$ cat config.mk
export PLATFORM = sky130hd
export DESIGN_NAME = ring_link_fifo
export DESIGN_NICKNAME = d
export VERILOG_FILES = /design/src/rtl/ring_link_fifo.sv
export SDC_FILE = /design/constraint.sdc
export NUM_CORES = 1
export LEC_CHECK = 0
export BUFFER_PORTS_ARGS = -buffer_cell sky130_fd_sc_hd__buf_2
export CAP_MARGIN = 20
export CORE_MARGIN = 2
export CORE_UTILIZATION = 35
export DETAILED_ROUTE_END_ITERATION = 16
export GPL_TIMING_DRIVEN = 0
export PLACE_DENSITY = 0.64
export SLEW_MARGIN = 20
export SYNTH_ARGS = -nofsm -noshare
export SYNTH_HDL_FRONTEND = slang
export SYNTH_SLANG_ARGS = --single-unit
$ cat constraint.sdc
create_clock -name clk_i -period 5.13 [get_ports clk_i]
set_input_delay 1.026 -clock clk_i [delete_from_list [all_inputs] [get_ports clk_i]]
set_output_delay 1.026 -clock clk_i [all_outputs]
set_load 0.005 [all_outputs]
$ cat src/rtl/ring_link_fifo.sv
// ---------------------------------------------------------------------------
// ring_link_fifo
//   Elastic buffer placed on one direction of one inter-cluster ring hop.
//   Registered circular buffer with valid/ready on both sides; the outputs
//   depend only on stored state, so there is no fall-through path from the
//   upstream side and no combinational path from ready_i to ready_o.
//
// Parameters
//   DataWidth : payload width in bits
//   Depth     : number of storage entries (>= 1, any integer)
//   CntWidth  : width of the occupancy count (derived)
//
// Ports
//   clk_i      in   clock
//   rst_ni     in   asynchronous active-low reset
//   flush_i    in   synchronous clear of all entries (wins over push/pop)
//   data_i     in   upstream payload
//   valid_i    in   upstream valid
//   ready_o    out  upstream ready (not full)
//   data_o     out  head entry, 0 while empty
//   valid_o    out  downstream valid (not empty)
//   ready_i    in   downstream ready
//   usage_o    out  number of stored entries
//
// Optional build macro RING_LINK_FIFO_STATS_EN adds:
//   stall_cnt_o  out  saturating count of cycles with valid_o && !ready_i
//   max_usage_o  out  high-water mark of the occupancy count
// ---------------------------------------------------------------------------
module ring_link_fifo #(
  parameter int unsigned DataWidth = 64,
  parameter int unsigned Depth     = 2,
  localparam int unsigned CntWidth = $clog2(Depth + 1)
) (
  input  logic                 clk_i,
  input  logic                 rst_ni,
  input  logic                 flush_i,
  input  logic [DataWidth-1:0] data_i,
  input  logic                 valid_i,
  output logic                 ready_o,
  output logic [DataWidth-1:0] data_o,
  output logic                 valid_o,
  input  logic                 ready_i,
`ifdef RING_LINK_FIFO_STATS_EN
  output logic [31:0]          stall_cnt_o,
  output logic [CntWidth-1:0]  max_usage_o,
`endif
  output logic [CntWidth-1:0]  usage_o
);

  localparam int unsigned PtrWidth = (Depth > 1) ? $clog2(Depth) : 1;

  // Pointer advance with wrap at Depth-1; Depth need not be a power of two.
  function automatic logic [PtrWidth-1:0] ptr_inc(input logic [PtrWidth-1:0] p);
    if (p == PtrWidth'(Depth - 1)) begin
      return '0;
    end
    return p + 1'b1;
  endfunction

  logic [DataWidth-1:0] r_mem [Depth];
  logic [PtrWidth-1:0]  r_wptr;
  logic [PtrWidth-1:0]  r_rptr;
  logic [CntWidth-1:0]  r_count;

  logic                 w_full;
  logic                 w_empty;
  logic                 w_push;
  logic                 w_pop;
  logic [CntWidth-1:0]  w_count_nxt;

  assign w_full  = (r_count == CntWidth'(Depth));
  assign w_empty = (r_count == '0);

  // Handshakes use the registered flags only, so a pop on a full buffer
  // never opens the upstream side in the same cycle.
  assign w_push  = valid_i && !w_full;
  assign w_pop   = !w_empty && ready_i;

  assign ready_o = !w_full;
  assign valid_o = !w_empty;
  assign usage_o = r_count;
  assign data_o  = w_empty ? '0 : r_mem[r_rptr];

  always_comb begin
    w_count_nxt = r_count;
    if (flush_i) begin
      w_count_nxt = '0;
    end else begin
      unique case ({w_push, w_pop})
        2'b10:   w_count_nxt = r_count + 1'b1;
        2'b01:   w_count_nxt = r_count - 1'b1;
        default: w_count_nxt = r_count;
      endcase
    end
  end

  // Control state: pointers and count.
  always_ff @(posedge clk_i or negedge rst_ni) begin
    if (!rst_ni) begin
      r_wptr  <= '0;
      r_rptr  <= '0;
      r_count <= '0;
    end else begin
      r_count <= w_count_nxt;
      if (flush_i) begin
        r_wptr <= '0;
        r_rptr <= '0;
      end else begin
        if (w_push) r_wptr <= ptr_inc(r_wptr);
        if (w_pop)  r_rptr <= ptr_inc(r_rptr);
      end
    end
  end

  // Storage is not reset; data_o is masked to 0 while empty. A word written
  // during a flush is orphaned because the pointers return to 0.
  always_ff @(posedge clk_i) begin
    if (w_push) begin
      r_mem[r_wptr] <= data_i;
    end
  end

`ifdef RING_LINK_FIFO_STATS_EN
  function automatic logic [31:0] sat_inc32(input logic [31:0] v);
    return (v == 32'hFFFF_FFFF) ? v : v + 32'd1;
  endfunction

  logic [31:0]         r_stall_cnt;
  logic [CntWidth-1:0] r_max_usage;

  // High-water mark tracks the post-update count so it is current the
  // cycle after the entry lands.
  always_ff @(posedge clk_i or negedge rst_ni) begin
    if (!rst_ni) begin
      r_stall_cnt <= '0;
      r_max_usage <= '0;
    end else if (flush_i) begin
      r_stall_cnt <= '0;
      r_max_usage <= '0;
    end else begin
      if (!w_empty && !ready_i) r_stall_cnt <= sat_inc32(r_stall_cnt);
      if (w_count_nxt > r_max_usage) r_max_usage <= w_count_nxt;
    end
  end

  assign stall_cnt_o = r_stall_cnt;
  assign max_usage_o = r_max_usage;
`endif

endmodule

==> results.md, run 1 <==
- The run finished with clean final reports.
- Leaving out fill and tap cells, the most frequent cell in the layout is sky130_fd_sc_hd__buf_2.
- The startpoint identified for the worst register-to-register timing path is usage_o[0].
- The initial core utilization is 0.362.
- Of the cells placed in the final design, the portion with a size suffix greater than 1 is 0.389.
- The endpoint class of the critical path is a primary output.
- The kind of start point of the critical path is a flip-flop.
- The number of resized instances in the post-cts repair step is 0.
- The post-route non-filler standard cell count is 645.
- For met3 alone, demand over resource in global routing was 0.0503.
- The final layout contains routed wiring with a total length of 9.58 mm.
- The class of the tightest hold or removal check is input port to asynchronous set/reset pin.
- The TritonCTS clock tree is yes.
- The core region area is 14000 um^2.
- The final weighted congestion of routability-driven global placement is 0.713.
- For this run, design rule violations remaining after detail routing come to 0.
- The placed standard-cell area is 6010 um^2.
- The floorplan has 43 rows.
- The number of sinks on the clock net is 132.
- The global-route usage over all layers is 0.130.
- Sorting the synthesized cells by area gives the leading types as sky130_fd_sc_hd__edfxtp_1 76%, sky130_fd_sc_hd__mux2i_1 13%, sky130_fd_sc_hd__nor2_1 4.9%.
- The chip width is 124 um.
- The total number of nets in the final design is 521.
- The part of the cycle the worst path needs is 0.550.
- The most congested layer reported by global routing is met2.
- Clock-pin slew was measured on the worst setup and hold paths at 50 ps.
- The H-tree was split into 4 levels.
- The post-synthesis net count is 365.
- The required time of the critical path is 4100 ps.
- The final setup TNS is 0 ps.
- The total power per unit cell area is 414 nW/um^2.
- The worst register-to-register path ends at r_mem[1][0].
- The number of buffers inserted by post-CTS setup repair is 0.
- Power comes to 2.74 mW.
- The instance count of the mapped netlist is 296.
- The fraction of met2 tracks used by global routing is 0.209.
- The full die area is 15400 um^2.
- The number of hold buffers added after CTS was 0.
- In the global route stage, met1 resource usage came out at 0.155.
- The first-pass detailed-route iteration total is 4.
- The cell with the largest stage delay on the worst path is sky130_fd_sc_hd__dfrtp_1.
- Pin placement for this block handled 137 I/O pins.
- The number of setup violations in the final report is 0.
- Of the synthesized area, sequential elements account for 0.779.
- Yosys printed 0 warnings.
- At the pin with the least slew margin, the transition time is 486 ps.
- The tool flagged a number of max-cap violations equal to 0.
- The largest total area in the synthesized netlist belongs to sky130_fd_sc_hd__edfxtp_1.
- Detailed routing inserted a total of 2949 vias.
- The finished cells cover 6610 um^2.
- The count of buffers added on input and output ports is 135.
- The worst register-to-register path has a depth of 3.
- The number of buffer and inverter stages on the critical path is 3.
- The number of clock buffers added by TritonCTS is 17.
- The later pin in the worst-skew pair is clocked with a latency of 400 ps.
- The count of placed standard cells including taps is 613.
- The clock passes through at most 2 buffers.
- The first global-routing pass estimated 15.5 mm of wire.
- On the critical path the largest part of the delay comes from buffers and inverters.
- The worst-case IR drop observed on VDD is 0.000213 V.
- The longest individual stage delay on the worst path is 450 ps.
- Measured against the total synthesized area, the mux share comes to 0.128.
- By startpoint and endpoint, the worst setup path is classified as flip-flop to primary output.
- Of the total synthesized cell area, the portion taken by full adders, half adders and majority gates is 0.
- The number of DRC markers in iteration 0 is 167.
- The largest family of logic cells by synthesized area is multiplexers.
- After detailed routing, the number of vias per cell comes to 4.57.
- Once detail routing completed, the nets flagged for antenna violations numbered 0.
- The final setup skew is 5.63 ps.
- The XOR/XNOR share of the synthesized area is 0.00173.
- The buffer cell driving the clock tree root is sky130_fd_sc_hd__clkbuf_16.
- The synthesis-to-layout area growth is 30.5%.
- The initial antenna violation count came to 0.
- The combined area of all synthesized cells is 5060 um^2.
- The die is 124 um tall.
- The via count of the first global-routing pass was 3001.
- The number of antenna diodes in the final layout is 0.
- Dividing the detail-routed wire length by the instance count gives 14.9 um.
- The worst slew margin relative to its limit is 0.676.
- Entering global routing, the biggest net connects 34 pins.
- Setup repair after global routing left no endpoint under its margin.
- Summed over all nets, the half-perimeter wirelength after detailed placement is 6.34 mm.
- The analysis attributes to cell leakage a power of 2.57 nW.
- The final critical delay including setup and external delays is 2820 ps.
- The maximum operating frequency is 0.354 GHz.
- Counting flops and latches in the post-synthesis netlist gives 132.
- The fraction of the mapped netlist area in compound gates is 0.00988.
- The endpoint arrival time on the critical path is 1800 ps.
- The share of synthesized area in the top cell type comes to 0.759.
- The synthesized netlist contains 20 unique library cells.
- The average instance in the mapped netlist occupies 17.1 um^2.
- The largest fanout on the critical path is 10.
- The library cells used most frequently in the layout, excluding fill and tap cells, are 142 x sky130_fd_sc_hd__buf_2, 128 x sky130_fd_sc_hd__edfxtp_1, 66 x sky130_fd_sc_hd__nor2_1, 65 x sky130_fd_sc_hd__mux2i_1, 17 x sky130_fd_sc_hd__clkbuf_16.
- The simple-gate area share of the yosys netlist is 0.0571.
- The final hold violation count is 0.
- Setup slack on the worst reg-to-reg path comes out at 3310 ps.
- Global routing finished with a remaining overflow of 0.
- Counting stages on the worst path, the most repeated cell is sky130_fd_sc_hd__buf_2.
- The signal on the critical path passes through nor2_1 -> buf_2 -> buf_2 -> nor2_1 -> buf_2.
- Once layout is complete, the utilization of the core stands at 0.473.
- The number of pins with negative max-slew slack in the final report is 0.
## through the flow
step	hold WS, ps	setup slack (ps)
after global routing	394	2140
after floorplan	525	1950
after global placement	544	1080
after CTS	396	2230
final	419	2310
after detailed placement	636	2690
## worst register-to-register path: cells and delay by family (launching register included)
family,cells,cell delay [ps]
buf+inv,1,280
flops,1,450
simple gates,2,760
## synthesized netlist by cell type
cell                       count
sky130_fd_sc_hd__edfxtp_1    128
sky130_fd_sc_hd__nor2_1       66
sky130_fd_sc_hd__mux2i_1      65
sky130_fd_sc_hd__buf_2         7
sky130_fd_sc_hd__buf_6         5
sky130_fd_sc_hd__a21oi_1       4
sky130_fd_sc_hd__dfrtp_1       4
sky130_fd_sc_hd__inv_1         3
sky130_fd_sc_hd__buf_4         2
sky130_fd_sc_hd__nand3b_1      2
sky130_fd_sc_hd__a21bo_2       1
sky130_fd_sc_hd__a21o_1        1
sky130_fd_sc_hd__and3_1        1
sky130_fd_sc_hd__clkbuf_2      1
sky130_fd_sc_hd__nand2b_1      1
sky130_fd_sc_hd__nor3b_1       1
sky130_fd_sc_hd__o211ai_1      1
sky130_fd_sc_hd__o21ai_0       1
sky130_fd_sc_hd__or2_1         1
sky130_fd_sc_hd__xor2_1        1
## worst max-delay path by stage
stage | start | endpoint | slack, ps | cells past startpoint
finish | usage_o[1] | data_o[42] | 2310 | 5
global route | usage_o[1] | data_o[41] | 2140 | 5
CTS | usage_o[1] | data_o[17] | 2230 | 5
detailed placement | usage_o[1] | data_o[17] | 2690 | 5
global placement | valid_i | r_mem[1][43] | 1080 | 2
floorplan | valid_i | r_mem[1][0] | 1950 | 2
## power breakdown
part           total [mW]  internal (mW)  leakage [nW]  switching, mW
Combinational       0.253          0.113          1.03          0.140
Sequential           1.27           1.25          1.25         0.0148
Clock                1.22          0.804         0.286          0.414
Total                2.74           2.17          2.57          0.568
## kinds of logic (layout without fill, tap and decap cells)
kind of cell | after synthesis | in the layout
muxes | 65 | 65
and+or+nand+nor | 72 | 72
DFF | 132 | 132
AOI/OAI and AO/OA | 8 | 8
xor gates and xnor gates | 1 | 1
buffers and inverters | 18 | 187
## registers in the layout (all words and copies together) (netlist names)
signal	count
usage_o	2
r_mem	128
r_rptr	1
r_wptr	1
## final cells by class
class,count,area [um^2]
clock inverters,12,161
plain buffers,15,111
flip-flops and latches,132,3940
inverters,3,13.8
clock buffers,20,437
well taps,180,225
fillers,1264,7380
multi-input cells,146,1000
repair buffers,137,716
## per-layer routing
layer	part of all wire	routed length, um
met5	0	0
met2	0.50	4750
met1	0.43	4080
met3	0.060	577
met4	0.018	169
(Power assumes the default switching activity.)
==> run 2, diff against run 1 <==
--- a/config.mk
+++ b/config.mk
@@ -11,7 +11,7 @@
 export CORE_UTILIZATION = 35
 export DETAILED_ROUTE_END_ITERATION = 16
 export GPL_TIMING_DRIVEN = 0
-export PLACE_DENSITY = 0.64
+export PLACE_DENSITY = 0.66
 export SLEW_MARGIN = 20
 export SYNTH_ARGS = -nofsm -noshare
 export SYNTH_HDL_FRONTEND = slang
==> constraint.sdc (replaced) <==
create_clock -name clk_i -period 2.45 [get_ports clk_i]
set_input_delay 0.49 -clock clk_i [delete_from_list [all_inputs] [get_ports clk_i]]
set_output_delay 0.49 -clock clk_i [all_outputs]
set_load 0.005 [all_outputs]
==> run 2 against run 1 <==
Power increased by 100%. Flip-flop and latch count did not move. Combinational power is 110% higher. Wire length rose by 0.57%. Clock skew is 3.0 ps higher. Register-to-register slack worse by 2700 ps. Design area is 0.57% lower. Sequential power up 110%. Clock power grew 94%. Sequential share of layout area grew 0.34 points. Critical endpoint is now data_o[50]. Largest power group unchanged.
==> results.md, run 2 (same netlist as run 1, synthesis figures left out) <==
- The endpoint class of the critical path is a primary output (unchanged).
- The TritonCTS clock tree is yes (unchanged).
- The initial antenna violation count is 0 (unchanged).
- The worst-margin pin slew is 412 ps (was 486 ps).
- The overall routed net length is 9.64 mm (was 9.58 mm).
- The most congested layer reported by global routing is met2 (unchanged).
- The buffer cell driving the clock tree root is sky130_fd_sc_hd__clkbuf_16 (unchanged).
- The maximum resistive drop on vdd is 0.000432 V (was 0.000213 V).
- The standby leakage power is 2.56 nW (was 2.57 nW).
- The total power per unit cell area is 845 nW/um^2 (was 414 nW/um^2).
- The full die area is 15400 um^2 (unchanged).
- The class of the tightest hold or removal check is input port to flip-flop (was input port to asynchronous set/reset pin).
- The required time of the critical path is 1960 ps (was 4100 ps).
- The die height is 124 um (unchanged).
- The number of flip-flops in the largest register is 128 (unchanged).
- The post-route non-filler standard cell count was 642 (was 645).
- The number of vias per cell after detailed routing is 4.54 (was 4.57).
- The routed wire length per instance is 15.0 um (was 14.9 um).
- The met3 capacity usage during global routing was 0.0520 (was 0.0503).
- The count of max-cap constraint violations is 0 (unchanged).
- The core region area is 14000 um^2 (unchanged).
- The number of buffer and inverter stages on the critical path is 3 (unchanged).
- The clock latency on the worst-skew pair came to 410 ps (was 400 ps).
- The maximum operating frequency is 0.443 GHz.
- The DRC violation count after routing is 0 (unchanged).
- The final hold violation count is 0 (unchanged).
- The initial core utilization is 0.362 (unchanged).
- The share of cells above drive strength 1 is 0.383 (was 0.389).
- The count of placed standard cells including taps came to 613 (unchanged).
- The critical path class is flip-flop to primary output (unchanged).
- The sum of net half-perimeters after detailed placement was 6.48 mm (was 6.34 mm).
- The final weighted congestion of routability-driven global placement came to 0.701 (was 0.713).
- The total number of nets in the final design is 522 (was 521).
- The number of rows created at floorplan is 43 (unchanged).
- The commonest non-fill, non-tap cell in the layout is sky130_fd_sc_hd__buf_2 (unchanged).
- The largest fanout on the critical path is 10 (unchanged).
- The first-pass detailed-route iteration total is 4 (unchanged).
- The number of buffers inserted by post-CTS setup repair came to 0 (unchanged).
- The clock input transition at the sequential cells of the worst setup and hold paths is 50 ps (about the same).
- The number of setup violations in the final report is 0 (unchanged).
- The total number of vias is 2912 (was 2949).
- The number of inserted diodes was 0 (unchanged).
- The total congestion overflow after global routing is 0 (unchanged).
- The global-route usage over all layers is 0.131 (was 0.130).
- The post-route antenna net violation count was 0 (unchanged).
- The number of DRC markers in iteration 0 is 114 (was 167).
- The number of clock buffers inserted by TritonCTS was 17 (unchanged).
- The part of the cycle the worst path needs is 0.921.
- The number of top-level pins is 137 (unchanged).
- The routing usage on met1 is 0.152 (was 0.155).
- The longest individual stage delay on the worst path is 440 ps (was 450 ps).
- The largest buffer count on any clock path was 2 (unchanged).
- The chip width came to 124 um (unchanged).
- Most frequent cells in the layout: 141 x sky130_fd_sc_hd__buf_2, 128 x sky130_fd_sc_hd__edfxtp_1, 66 x sky130_fd_sc_hd__nor2_1, 65 x sky130_fd_sc_hd__mux2i_1, 17 x sky130_fd_sc_hd__clkbuf_16 (was 142 x sky130_fd_sc_hd__buf_2, 128 x sky130_fd_sc_hd__edfxtp_1, 66 x sky130_fd_sc_hd__nor2_1, 65 x sky130_fd_sc_hd__mux2i_1, 17 x sky130_fd_sc_hd__clkbuf_16).
- The total power consumption of the routed design was 5.56 mW (was 2.74 mW).
- The number of pins with negative max-slew slack in the final report is 0 (unchanged).
- The number of H-tree levels is 4 (unchanged).
- The final setup skew came to 8.67 ps (was 5.63 ps).
- The number of sinks on the clock net came to 132 (unchanged).
- The global-route wire length before repair was 15.5 mm (about the same).
- The largest register by flop count was r_mem (unchanged).
- The maximum number of pins on one net before global-route repair was 39 (was 34).
- The synthesis-to-layout area growth is 29.8% (was 30.5%).
- The routed design could run at a clock period as short as 2260 ps.
- Result of the run: complete, no violations (unchanged).
- The via count of the first global-routing pass is 3026 (was 3001).
- The worst slew margin relative to its limit is 0.725 (was 0.676).
- The cell with the largest stage delay on the worst path was sky130_fd_sc_hd__dfrtp_1 (unchanged).
- The first element of the critical path is usage_o[1] (unchanged).
- The total of buffers placed on input and output ports was 135 (unchanged).
- The endpoint arrival time on the critical path was 1770 ps (was 1800 ps).
- The final setup TNS was 0 ps (unchanged).
- The fraction of met2 tracks used by global routing is 0.216 (was 0.209).
- The startpoint identified for the worst hold timing path is data_i[10].
- Cells along the critical path: nor2_1 -> clkbuf_4 -> buf_2 -> nor2_1 -> buf_2 (was nor2_1 -> buf_2 -> buf_2 -> nor2_1 -> buf_2).
- The reg-to-reg startpoint is usage_o[0] (unchanged).
- The cell family contributing the most delay on the critical path is buffers and inverters (unchanged).
- The kind of start point of the critical path was a flip-flop (unchanged).
-- run 2: layer usage --
layer,wire length [um],part of all wire
met5,0,0
met4,124,0.013
met3,591,0.061
met2,4890,0.51
met1,4040,0.42
-- run 2: power breakdown --
group / internal (mW) / total (mW) / leakage, nW / switching [mW]
registers: 2.62 / 2.65 / 1.25 / 0.0297
logic: 0.239 / 0.534 / 1.03 / 0.295
clock network: 1.55 / 2.37 / 0.268 / 0.817
total: 4.42 / 5.56 / 2.56 / 1.14
-- run 2: through the flow --
stage	setup WS [ps]	hold slack, ps	cell area [um^2]	utilization
finish	194	269	6570	0.470
global route	-7.18	243	6570	0.470
CTS	82.5	249	6570	0.470
detailed placement	530	305	6010	0.430
global placement	-762	300	5970	0.427
floorplan	31.2	194	5070	-
-- run 2: repair_timing --
| action | CTS | global route |
|---|---|---|
| endpoints found under the hold margin | 4 | 0 |
| setup endpoints to repair | 0 | 40 |
| gates resized for setup | 0 | 1 |
| hold buffers | 1 | 0 |
-- run 2: cell type report --
type / instances / area, um^2
multi-input combinational: 146 / 1000
tap: 180 / 225
sequential: 132 / 3940
timing repair buffer: 138 / 726
clock buffer: 19 / 433
fill: 1269 / 7410
buffer: 15 / 114
clock inverter: 9 / 115
inverter: 3 / 13.8
-- run 2: path summary, 6_finish.rpt --
| kind | to | slack [ps] | depth (start not counted) |
|---|---|---|---|
| min in group asynchronous | r_wptr | 430 | 2 |
| setup reg to reg | r_mem[0][63] | 640 | 4 |
| hold / removal | r_mem[0][10] | 270 | 1 |
| hold reg to reg | usage_o[1] | 650 | 2 |
| setup / recovery | data_o[50] | 190 | 5 |
| max in group asynchronous | r_rptr | 1900 | 2 |
==> run 3, diff against run 2 <==
--- a/config.mk
+++ b/config.mk
@@ -10,7 +10,6 @@
 export CORE_MARGIN = 2
 export CORE_UTILIZATION = 35
 export DETAILED_ROUTE_END_ITERATION = 16
-export GPL_TIMING_DRIVEN = 0
 export PLACE_DENSITY = 0.66
 export SLEW_MARGIN = 20
 export SYNTH_ARGS = -nofsm -noshare
==> run 3 against run 2 <==
Sequential power about the same. Hold slack lost 0.84 ps. Core utilization decreased by 0.29 points. Combinational power decreased by 4.3%. Setup slack gained 7.8 ps. Power is 0.62% lower. Sequential share of layout area rose by 0.43 points. Highest routed layer unchanged.
==> results.md, run 3 (same netlist as run 1, synthesis figures left out) <==
- Result of the run: complete, no violations (unchanged).
- The initial core utilization is 0.362 (unchanged).
- The maximum resistive drop on vdd is 0.000449 V (was 0.000432 V).
- The hold buffer count at cts is 1 (unchanged).
- The part of the cycle the worst path needs is 0.918 (was 0.921).
- The class of the tightest hold or removal check is input port to flip-flop (unchanged).
- Most frequent cells in the layout: 136 x sky130_fd_sc_hd__buf_2, 128 x sky130_fd_sc_hd__edfxtp_1, 65 x sky130_fd_sc_hd__mux2i_1, 65 x sky130_fd_sc_hd__nor2_1, 17 x sky130_fd_sc_hd__clkbuf_16 (was 141 x sky130_fd_sc_hd__buf_2, 128 x sky130_fd_sc_hd__edfxtp_1, 66 x sky130_fd_sc_hd__nor2_1, 65 x sky130_fd_sc_hd__mux2i_1, 17 x sky130_fd_sc_hd__clkbuf_16).
- The number of setup violations in the final report came to 0 (unchanged).
- The maximum number of pins on one net before global-route repair was 66 (was 39).
- The total number of vias is 2900 (was 2912).
- The initial antenna violation count is 0 (unchanged).
- The number of top-level pins is 137 (unchanged).
- The clock share of power is 0.425 (was 0.427).
- The final weighted congestion of routability-driven global placement came to 0.699 (was 0.701).
- The commonest non-fill, non-tap cell in the layout is sky130_fd_sc_hd__buf_2 (unchanged).
- The critical path class is flip-flop to primary output (unchanged).
- The standby leakage power is 2.51 nW (was 2.56 nW).
- The number of buffers inserted by post-CTS setup repair was 0 (unchanged).
- The final setup TNS is 0 ps (unchanged).
- The full die area is 15400 um^2 (unchanged).
- The routed metal-1 wire length is 3.93 mm (was 4.04 mm).
- The internal portion of total power is 4.33 mW (was 4.42 mW).
- The kind of start point of the critical path is a flip-flop (unchanged).
- The number of H-tree levels is 4 (unchanged).
- The TritonCTS clock tree is yes (unchanged).
- The chip width is 124 um (unchanged).
- The required time of the critical path was 1960 ps (about the same).
- The portion of total power attributed to sequential cells is 0.483 (was 0.477).
- The number of inserted diodes was 0 (unchanged).
- The number of rows created at floorplan is 43 (unchanged).
- The first-pass detailed-route iteration total is 3 (was 4).
- The sum of net half-perimeters after detailed placement is 6.05 mm (was 6.48 mm).
- The worst-margin pin slew is 376 ps (was 412 ps).
- The endpoint class of the critical path is a primary output (unchanged).
- The share of cells above drive strength 1 came to 0.381 (was 0.383).
- The overall routed net length is 9.84 mm (was 9.64 mm).
- The endpoint arrival time on the critical path is 1760 ps (was 1770 ps).
- The number of vias per cell after detailed routing came to 4.57 (was 4.54).
- The via count of the first global-routing pass is 3085 (was 3026).
- The final setup skew came to 5.39 ps (was 8.67 ps).
- The global-route usage over all layers is 0.131 (about the same).
- The placed standard-cell area came to 5980 um^2 (was 6010 um^2).
- The clock latency on the worst-skew pair is 410 ps (about the same).
- The final critical delay including setup and external delays is 2250 ps (was 2260 ps).
- The maximum operating frequency is 0.445 GHz (was 0.443 GHz).
- The core region area is 14000 um^2 (unchanged).
- The number of clock buffers inserted by TritonCTS is 17 (unchanged).
- The post-route antenna net violation count is 0 (unchanged).
- The total number of nets in the final design is 511 (was 522).
- The wire length on met2 is 5.12 mm (was 4.89 mm).
- The uppermost layer routed is met4 (unchanged).
- The combinational fraction of design power is 0.092 (was 0.096).
- The global-route wire length before repair came to 15.6 mm (was 15.5 mm).
- The count of max-cap constraint violations is 0 (unchanged).
- The number of flip-flops in the largest register came to 128 (unchanged).
- The largest register by flop count is r_mem (unchanged).
- Setup repair after global routing left no endpoint under its margin.
- The net switching power came to 1.20 mW (was 1.14 mW).
- The synthesis-to-layout area growth is 29.0% (was 29.8%).
- The total congestion overflow after global routing came to 0 (unchanged).
- The buffer cell driving the clock tree root is sky130_fd_sc_hd__clkbuf_16 (unchanged).
- The total power per unit cell area is 845 nW/um^2 (about the same).
- The share of total power consumed by net switching is 0.217 (was 0.205).
- The largest fanout on the critical path came to 26 (was 10).
- The DRC violation count after routing is 0 (unchanged).
- The post-route non-filler standard cell count is 634 (was 642).
- The number of sinks on the clock net is 132 (unchanged).
- The clock input transition at the sequential cells of the worst setup and hold paths is 60 ps (was 50 ps).
- The final hold violation count is 0 (unchanged).
- The count of placed standard cells including taps was 602 (was 613).
- The number of cells on the worst reg-to-reg path was 3 (was 4).
- The number of resized instances in the post-cts repair step is 0 (unchanged).
- The total of buffers placed on input and output ports is 136 (was 135).
- The worst slew margin relative to its limit is 0.749 (was 0.725).
- The routed wire length per instance is 15.5 um (was 15.0 um).
- The amount of wire on met3 after detailed routing came to 601 um (was 591 um).
- The hold-critical path depth is 1 (unchanged).
- The number of pins with negative max-slew slack in the final report is 0 (unchanged).
- The area of all placed cells without fillers is 6530 um^2 (was 6570 um^2).
- The number of DRC markers in iteration 0 is 131 (was 114).
- The die height is 124 um (unchanged).
- The largest buffer count on any clock path was 2 (unchanged).
[run 3: cell types whose count changed in the layout (fill, tap and decap cells not counted), sizes merged]
cell,delta
clkinvlp,+3
bufinv,-1
clkbuf,-2
clkinv,+1
buf,-9
[run 3: per-stage QoR]
| step | util | hold slack [ps] | setup WS [ps] | total power [mW] |
|---|---|---|---|---|
| finish | 0.467 | 269 | 202 | 5.52 |
| global route | 0.467 | 245 | 73.6 | 5.76 |
| CTS | 0.467 | 243 | 150 | 5.61 |
| detailed placement | 0.427 | 327 | 606 | 3.24 |
| global placement | 0.427 | 327 | 621 | 3.22 |
| floorplan | - | 194 | 31.2 | 2.99 |
[run 3: final cells by class]
| class | count | area, um^2 |
|---|---|---|
| clock buffers | 19 | 433 |
| inverters | 3 | 11.3 |
| repair buffers | 142 | 791 |
| fillers | 1258 | 7450 |
| multi-input cells | 146 | 1010 |
| well taps | 180 | 225 |
| clock inverters | 12 | 115 |
| flip-flops and latches | 132 | 3950 |
[run 3: final timing paths]
kind / startpoint / end / slack, ps
min in group asynchronous: rst_ni / usage_o[1] / 440
hold / removal: data_i[33] / r_mem[1][33] / 270
max in group asynchronous: rst_ni / r_rptr / 1850
hold reg to reg: r_wptr / r_wptr / 620
setup / recovery: r_rptr / data_o[30] / 200
setup reg to reg: usage_o[0] / r_mem[1][35] / 680
[run 3: metal layers]
metal / global-route usage / up-vias
li1: - / 1384
met1: 0.141 / 1409
met2: 0.231 / 91
met3: 0.0507 / 16
met4: 0.0535 / 0
met5: 0 / -
[run 3: critical path, stage by stage (launching register included)]
cell and delay, ps:
sky130_fd_sc_hd__dfrtp_4 630, sky130_fd_sc_hd__buf_12 270, sky130_fd_sc_hd__mux2i_1 240, sky130_fd_sc_hd__nor2_1 60, sky130_fd_sc_hd__buf_2 130
[run 3: power groups by stage]
| stage | clock network (mW) | registers, mW | logic (mW) |
|---|---|---|---|
| detailed placement | 0 | 2.71 | 0.524 |
| CTS | 2.41 | 2.67 | 0.526 |
| global placement | 0 | 2.71 | 0.515 |
| global route | 2.51 | 2.68 | 0.568 |
| finish | 2.35 | 2.67 | 0.511 |
| floorplan | 0 | 2.69 | 0.296 |
